<file path="config.mk">
export PLATFORM = sky130hd
export DESIGN_NAME = branch_predict_unit
export DESIGN_NICKNAME = d
export VERILOG_FILES = /design/src/rtl/branch_predict_unit.sv
export SDC_FILE = /design/constraint.sdc
export NUM_CORES = 2
export LEC_CHECK = 0
export ABC_AREA = 1
export CAP_MARGIN = 10
export CORE_MARGIN = 2
export CORE_UTILIZATION = 35
export DETAILED_ROUTE_END_ITERATION = 16
export HOLD_SLACK_MARGIN = 0.1
export PLACE_DENSITY_LB_ADDON = 0.15
export SLEW_MARGIN = 20
export SYNTH_ARGS = -nofsm -noshare
export SYNTH_HDL_FRONTEND = slang
export SYNTH_SLANG_ARGS = --single-unit
</file>
<file path="constraint.sdc">
create_clock -name clk -period 5.48 [get_ports clk]
set_input_delay 1.644 -clock clk [delete_from_list [all_inputs] [get_ports clk]]
set_output_delay 1.644 -clock clk [all_outputs]
set_load 0.02 [all_outputs]
</file>
<file path="src/rtl/branch_predict_unit.sv">
// Direct-mapped BTB with 2-bit direction counters: Fetch-stage lookup,
// Execute-stage branch resolution, misprediction redirect and perf counters.
module branch_predict_unit #(
    parameter int XLEN    = 32,
    parameter int ENTRIES = 16,
    parameter int CNT_W   = 32
) (
    input  logic             clk,
    input  logic             rst,

    input  logic [XLEN-1:0]  PCF,
    output logic             PredTakenF,
    output logic [XLEN-1:0]  PredTargetF,

    input  logic             BranchE,
    input  logic             JumpE,
    input  logic [2:0]       func3E,
    input  logic             EqE,
    input  logic             LtE,
    input  logic             LtuE,
    input  logic [XLEN-1:0]  PCE,
    input  logic [XLEN-1:0]  PCPlus4E,
    input  logic [XLEN-1:0]  PCTargetE,
    input  logic             PredTakenE,
    input  logic [XLEN-1:0]  PredTargetE,
    output logic             MispredictE,
    output logic [XLEN-1:0]  RedirectPCE,

    output logic [CNT_W-1:0] BranchCount,
    output logic [CNT_W-1:0] MispredictCount
);

    localparam int IDX   = $clog2(ENTRIES);
    localparam int TAG_W = XLEN - IDX - 2;

    typedef struct packed {
        logic             valid;
        logic             jump;
        logic [TAG_W-1:0] tag;
        logic [XLEN-1:0]  target;
        logic [1:0]       ctr;
    } btb_entry_t;

    localparam btb_entry_t RESET_ENTRY = '{
        valid:  1'b0,
        jump:   1'b0,
        tag:    '0,
        target: '0,
        ctr:    2'b01
    };

    localparam logic [CNT_W-1:0] CNT_ONE = CNT_W'(1);
    localparam logic [XLEN-1:0]  PC_STEP = XLEN'(4);

    btb_entry_t btb [ENTRIES];

    // ---------------- Fetch-stage lookup ----------------
    logic [IDX-1:0]   idx_f;
    logic [TAG_W-1:0] tag_f;
    btb_entry_t       ent_f;
    logic             hit_f;

    assign idx_f = PCF[IDX+1:2];
    assign tag_f = PCF[XLEN-1:IDX+2];
    assign ent_f = btb[idx_f];
    assign hit_f = ent_f.valid && (ent_f.tag == tag_f);

    // Gated by rst so the table contents before the first reset edge never leak out.
    assign PredTakenF  = !rst && hit_f && (ent_f.jump || ent_f.ctr[1]);
    assign PredTargetF = PredTakenF ? ent_f.target : PCF + PC_STEP;

    // ---------------- Execute-stage resolution ----------------
    logic cond_e;
    logic resolve_e;
    logic taken_e;

    always_comb begin
        // NOTE: default first so every path assigns cond_e and no latch is inferred.
        cond_e = 1'b0;
        unique case (func3E)
            3'b000:  cond_e = EqE;
            3'b001:  cond_e = !EqE;
            3'b100:  cond_e = LtE;
            3'b101:  cond_e = !LtE;
            3'b110:  cond_e = LtuE;
            3'b111:  cond_e = !LtuE;
            default: cond_e = 1'b0;
        endcase
    end

    assign resolve_e   = BranchE || JumpE;
    assign taken_e     = (BranchE && cond_e) || JumpE;
    assign RedirectPCE = taken_e ? PCTargetE : PCPlus4E;

    // A predicted-taken slot that turns out to be no branch at all is a stale alias.
    assign MispredictE = resolve_e
                       ? ((taken_e != PredTakenE) || (taken_e && (PredTargetE != PCTargetE)))
                       : PredTakenE;

    // ---------------- Table update ----------------
    logic [IDX-1:0]   idx_e;
    logic [TAG_W-1:0] tag_e;
    btb_entry_t       ent_e;
    btb_entry_t       ent_n;
    logic             hit_e;
    logic             write_e;

    assign idx_e = PCE[IDX+1:2];
    assign tag_e = PCE[XLEN-1:IDX+2];
    assign ent_e = btb[idx_e];
    assign hit_e = ent_e.valid && (ent_e.tag == tag_e);

    always_comb begin
        ent_n   = ent_e;
        write_e = 1'b0;
        if (resolve_e) begin
            if (hit_e) begin
                write_e   = 1'b1;
                ent_n.jump = JumpE;
                if (taken_e) begin
                    ent_n.target = PCTargetE;
                    if (ent_e.ctr != 2'b11) ent_n.ctr = ent_e.ctr + 2'b01;
                end else begin
                    if (ent_e.ctr != 2'b00) ent_n.ctr = ent_e.ctr - 2'b01;
                end
            end else if (taken_e) begin
                write_e      = 1'b1;
                ent_n.valid  = 1'b1;
                ent_n.jump   = JumpE;
                ent_n.tag    = tag_e;
                ent_n.target = PCTargetE;
                ent_n.ctr    = JumpE ? 2'b11 : 2'b10;
            end
        end
    end

    always_ff @(posedge clk) begin
        if (rst) begin
            // NOTE: the table is reset entry by entry because valid bits must clear;
            // this forces flops rather than a RAM macro for the BTB.
            for (int i = 0; i < ENTRIES; i++) begin
                btb[i] <= RESET_ENTRY;
            end
            BranchCount     <= '0;
            MispredictCount <= '0;
        end else begin
            if (write_e) btb[idx_e] <= ent_n;
            if (resolve_e) BranchCount <= BranchCount + CNT_ONE;
            if (MispredictE) MispredictCount <= MispredictCount + CNT_ONE;
        end
    end

    logic unused_pc_bits;
    assign unused_pc_bits = ^{PCF[1:0], PCE[1:0]};

endmodule
</file>
==> run metrics <==
gr ovfl total 0; DR vias/cell between 5 and 6; most instantiated library cell after synthesis nor2_1; cts hold-fix bufs 0; beginning of the critical path PCF[2]; violated checks setup timing; Port Buffers between 200 and 300; Initial Util 35.3%; DRC Markers 0; Rel. slew slack about 27%; die area around 170000 um2; worst vdd ir ~0.33 mV; Root Buffer Master clkbuf_16; commonest cells in the netlist nor2_1 (1634), nand2_1 (1580), edfxtp_1 (992); Clock transition at path regs 0.06 ns; worst-margin pin slew 1.10 ns; final setup violation count 33; combinational family with the most area after synthesis simple AND/OR/NAND/NOR gates; CTS H-Tree Depth 4; post-synthesis simple-gate area fraction 23.9%; Worst Setup End Kind output port; largest net degree at the start of global routing roughly 130; ys flop type edfxtp_1; Clk pwr share approximately two fifths; Seq/Total Area, Yosys 53.2%; Nets roughly 7900; XOR/XNOR share of the synthesized area under 10%; routability cong. about 0.95; # Max-Cap Violations 0; Fin Clk Skew ~0.033 ns; crit share post-route 111%; Net Switching 6.31 mW; Synth Instances about 7100; syn nets ~7300; Critical Path Start Type primary input; Critical Path AT about 4.4 ns; Syn-to-layout area delta 27.4%; TritonCTS clock tree yes; Total Routing Usage GR between 30% and 40%; Post-synth EDFFs a little under 1000; sw frac 29.4%; layout cells sized above 1 between 10% and 20%; 1st-iter DRT viols 7058; initial antenna violation count 8; Synth async-reset ratio 0%; Fin Setup TNS -16.69 ns; Cell Int Power around 15 mW; synth top area cells edfxtp_1 (51%), nor2_1 (11%), nand2_1 (10%), o21ai_0 (5.7%), a22oi_1 (3.5%); Compound-Gate Fraction of Synth Area about 15%; worst hold path class register to register; Post-Synthesis Cell Area 58400 um2; Synth warnings 0; wire length of the first global-routing pass 373 mm; routed len/inst around 26 um; CTS Buf Count 130; Final Util a little under half; Routed Antenna Nets 0; Die H ~410 um; I/O pins approximately 300; Hold Startpoint BranchCount[19]; clock buffer depth 3; status complete, but fails checks; Power per Cell Area slightly below 300 nW/um2; sinks on the clock net ~1100; total wire length 263 mm; Max Slew Vio Count 0; Netlist cell types 43; Std-Cell Rows approximately 150; Synth top area share around 50%; Die W a little over 400 um; critical path class primary input to output port; Critical R2R Launch btb[11][57]; routed vias 56700; Hold Fails Final Rpt 0; WP data required ~3.8 ns; fin crit period 6.06 ns; RSZ-0062 raised after global routing yes; r2r setup slk between 1.5 and 2 ns; Core ar. between 150000 and 200000 um2; HPWL after detailed placement approximately 170 mm; maximum net fanout on the critical path 8; Seq pwr share 43.3%; Post-Syn Area per Cell 8.19 um2; Fmax achieved 165 MHz; Static Leak a little under 30 nW; FF+latch count, synth ~1100; mux cell area share after synthesis less than 1%; TritonRoute pass-1 iters 9; number of global-route vias before repair 53300; power share of the combinational group between 10% and 20%; Place WS -1.22 ns; Yosys top cell by area edfxtp_1; Skew-Pair Late Insertion Delay 0.79 ns; post-synthesis adder-cell area fraction 0.0643%; fin worst setup slack -0.584 ns
-- cells by family (layout without fill, tap and decap cells) --
| family | after synthesis | count (layout) |
|---|---|---|
| and+or+nand+nor | 3554 | 3554 |
| xor gates and xnor gates | 87 | 87 |
| AOI/OAI and AO/OA | 1514 | 1514 |
| buffers and inverters | 915 | 1604 |
| DFF | 1056 | 1056 |
| adders and majority gates | 3 | 3 |
| muxes | 2 | 2 |
| other | 0 | 4 |
-- power by group through the flow --
stage	sequential, mW	combinational [mW]	clock [mW]
2_1_floorplan	9.43	1.69	0
3_3_place_gp	9.44	3.56	0
3_5_place_dp	9.44	3.57	0
4_1_cts	9.28	3.65	8.49
5_1_grt	9.32	3.96	8.81
6_report	9.28	3.76	8.41
-- through the flow --
step | instance area (um2) | hold slack (ns) | std cells | power (mW)
after CTS | 74000 | 0.486 | 9998 | 21.4
final | 74400 | 0.479 | 10000 | 21.4
after detailed placement | 68900 | 0.476 | 9734 | 13.0
after global routing | 74400 | 0.494 | 10000 | 22.1
after global placement | 68900 | 0.468 | 9734 | 13.0
after floorplan | 58400 | 0.543 | 7131 | 11.1
-- per-layer routing --
layer	wire, um	share of wire (%)	global-route usage [%]	vias up
li1	-	-	-	25400
met1	106000	40	40.5	27400
met2	117000	44	46.5	3315
met3	28000	11	6.84	595
met4	11700	4.5	12.3	2
met5	13	0.0049	0	-
-- sequential cells by signal, indices dropped and copies added, names as in the netlist --
signal,cells
btb,992
BranchCount,32
MispredictCount,32
-- layout make-up --
class	instances	area, um2
flip-flops and latches	1056	31100
diodes	4	10.0
inverters	362	1410
well taps	2189	2740
repair buffers	1005	10600
multi-input cells	5160	24500
fillers	16100	90900
repair inverters	2	22.5
clock inverters	70	631
clock buffers	165	3430
-- repair_timing --
item / in CTS / in global routing
buffers inserted: 22 / 8
pin swaps: 50 / 42
cloned: 8 / 4
gates resized for setup: 255 / 112
setup endpoints to repair: 66 / 50
-- critical path, cell delays in order --
cell and delay [ns]:
buf_16 0.15, buf_12 0.17, buf_6 0.13, o21ai_0 0.17, o21ai_1 0.08, buf_4 0.13, o211ai_1 0.16, buf_4 0.20
nand2_2 0.06, nand2_2 0.07, nand2_2 0.05, nor2_2 0.12, nand2_1 0.07, nor2_2 0.16, nand2_2 0.09, nor2_4 0.15
buf_12 0.16, buf_12 0.13, buf_8 0.11, nor2_1 0.06, nor2_2 0.18, buf_6 0.15
-- cell usage in the layout, fill, tap and decap left out, drive strengths merged, types with 10 or more instances in the layout --
master,netlist,layout
nand3,189,189
nand2,1580,1580
a211oi,18,18
or2,10,10
nor3,65,65
clkbuf,309,171
o21ai,701,701
clkinv,4,50
a21oi,291,291
edfxtp,992,992
dfxtp,64,64
o22ai,85,85
xnor2,18,18
xor2,69,69
o221ai,50,50
nand4,46,46
buf,244,740
clkdlybuf4s50,0,223
a22oi,269,269
nor4,19,19
clkdlybuf4s15,0,11
inv,358,374
nor2,1636,1636
dlygate4sd2,0,23
a31o,17,17
o211ai,67,67
-- path summary, 6_finish.rpt --
check,end,depth (start not counted)
setup / recovery,PredTargetF[27],22
hold / removal,BranchCount[19],2
setup reg to reg,btb[11][3],21
hold reg to reg,BranchCount[19],2
Note: power is estimated with default switching activity, not from simulation.
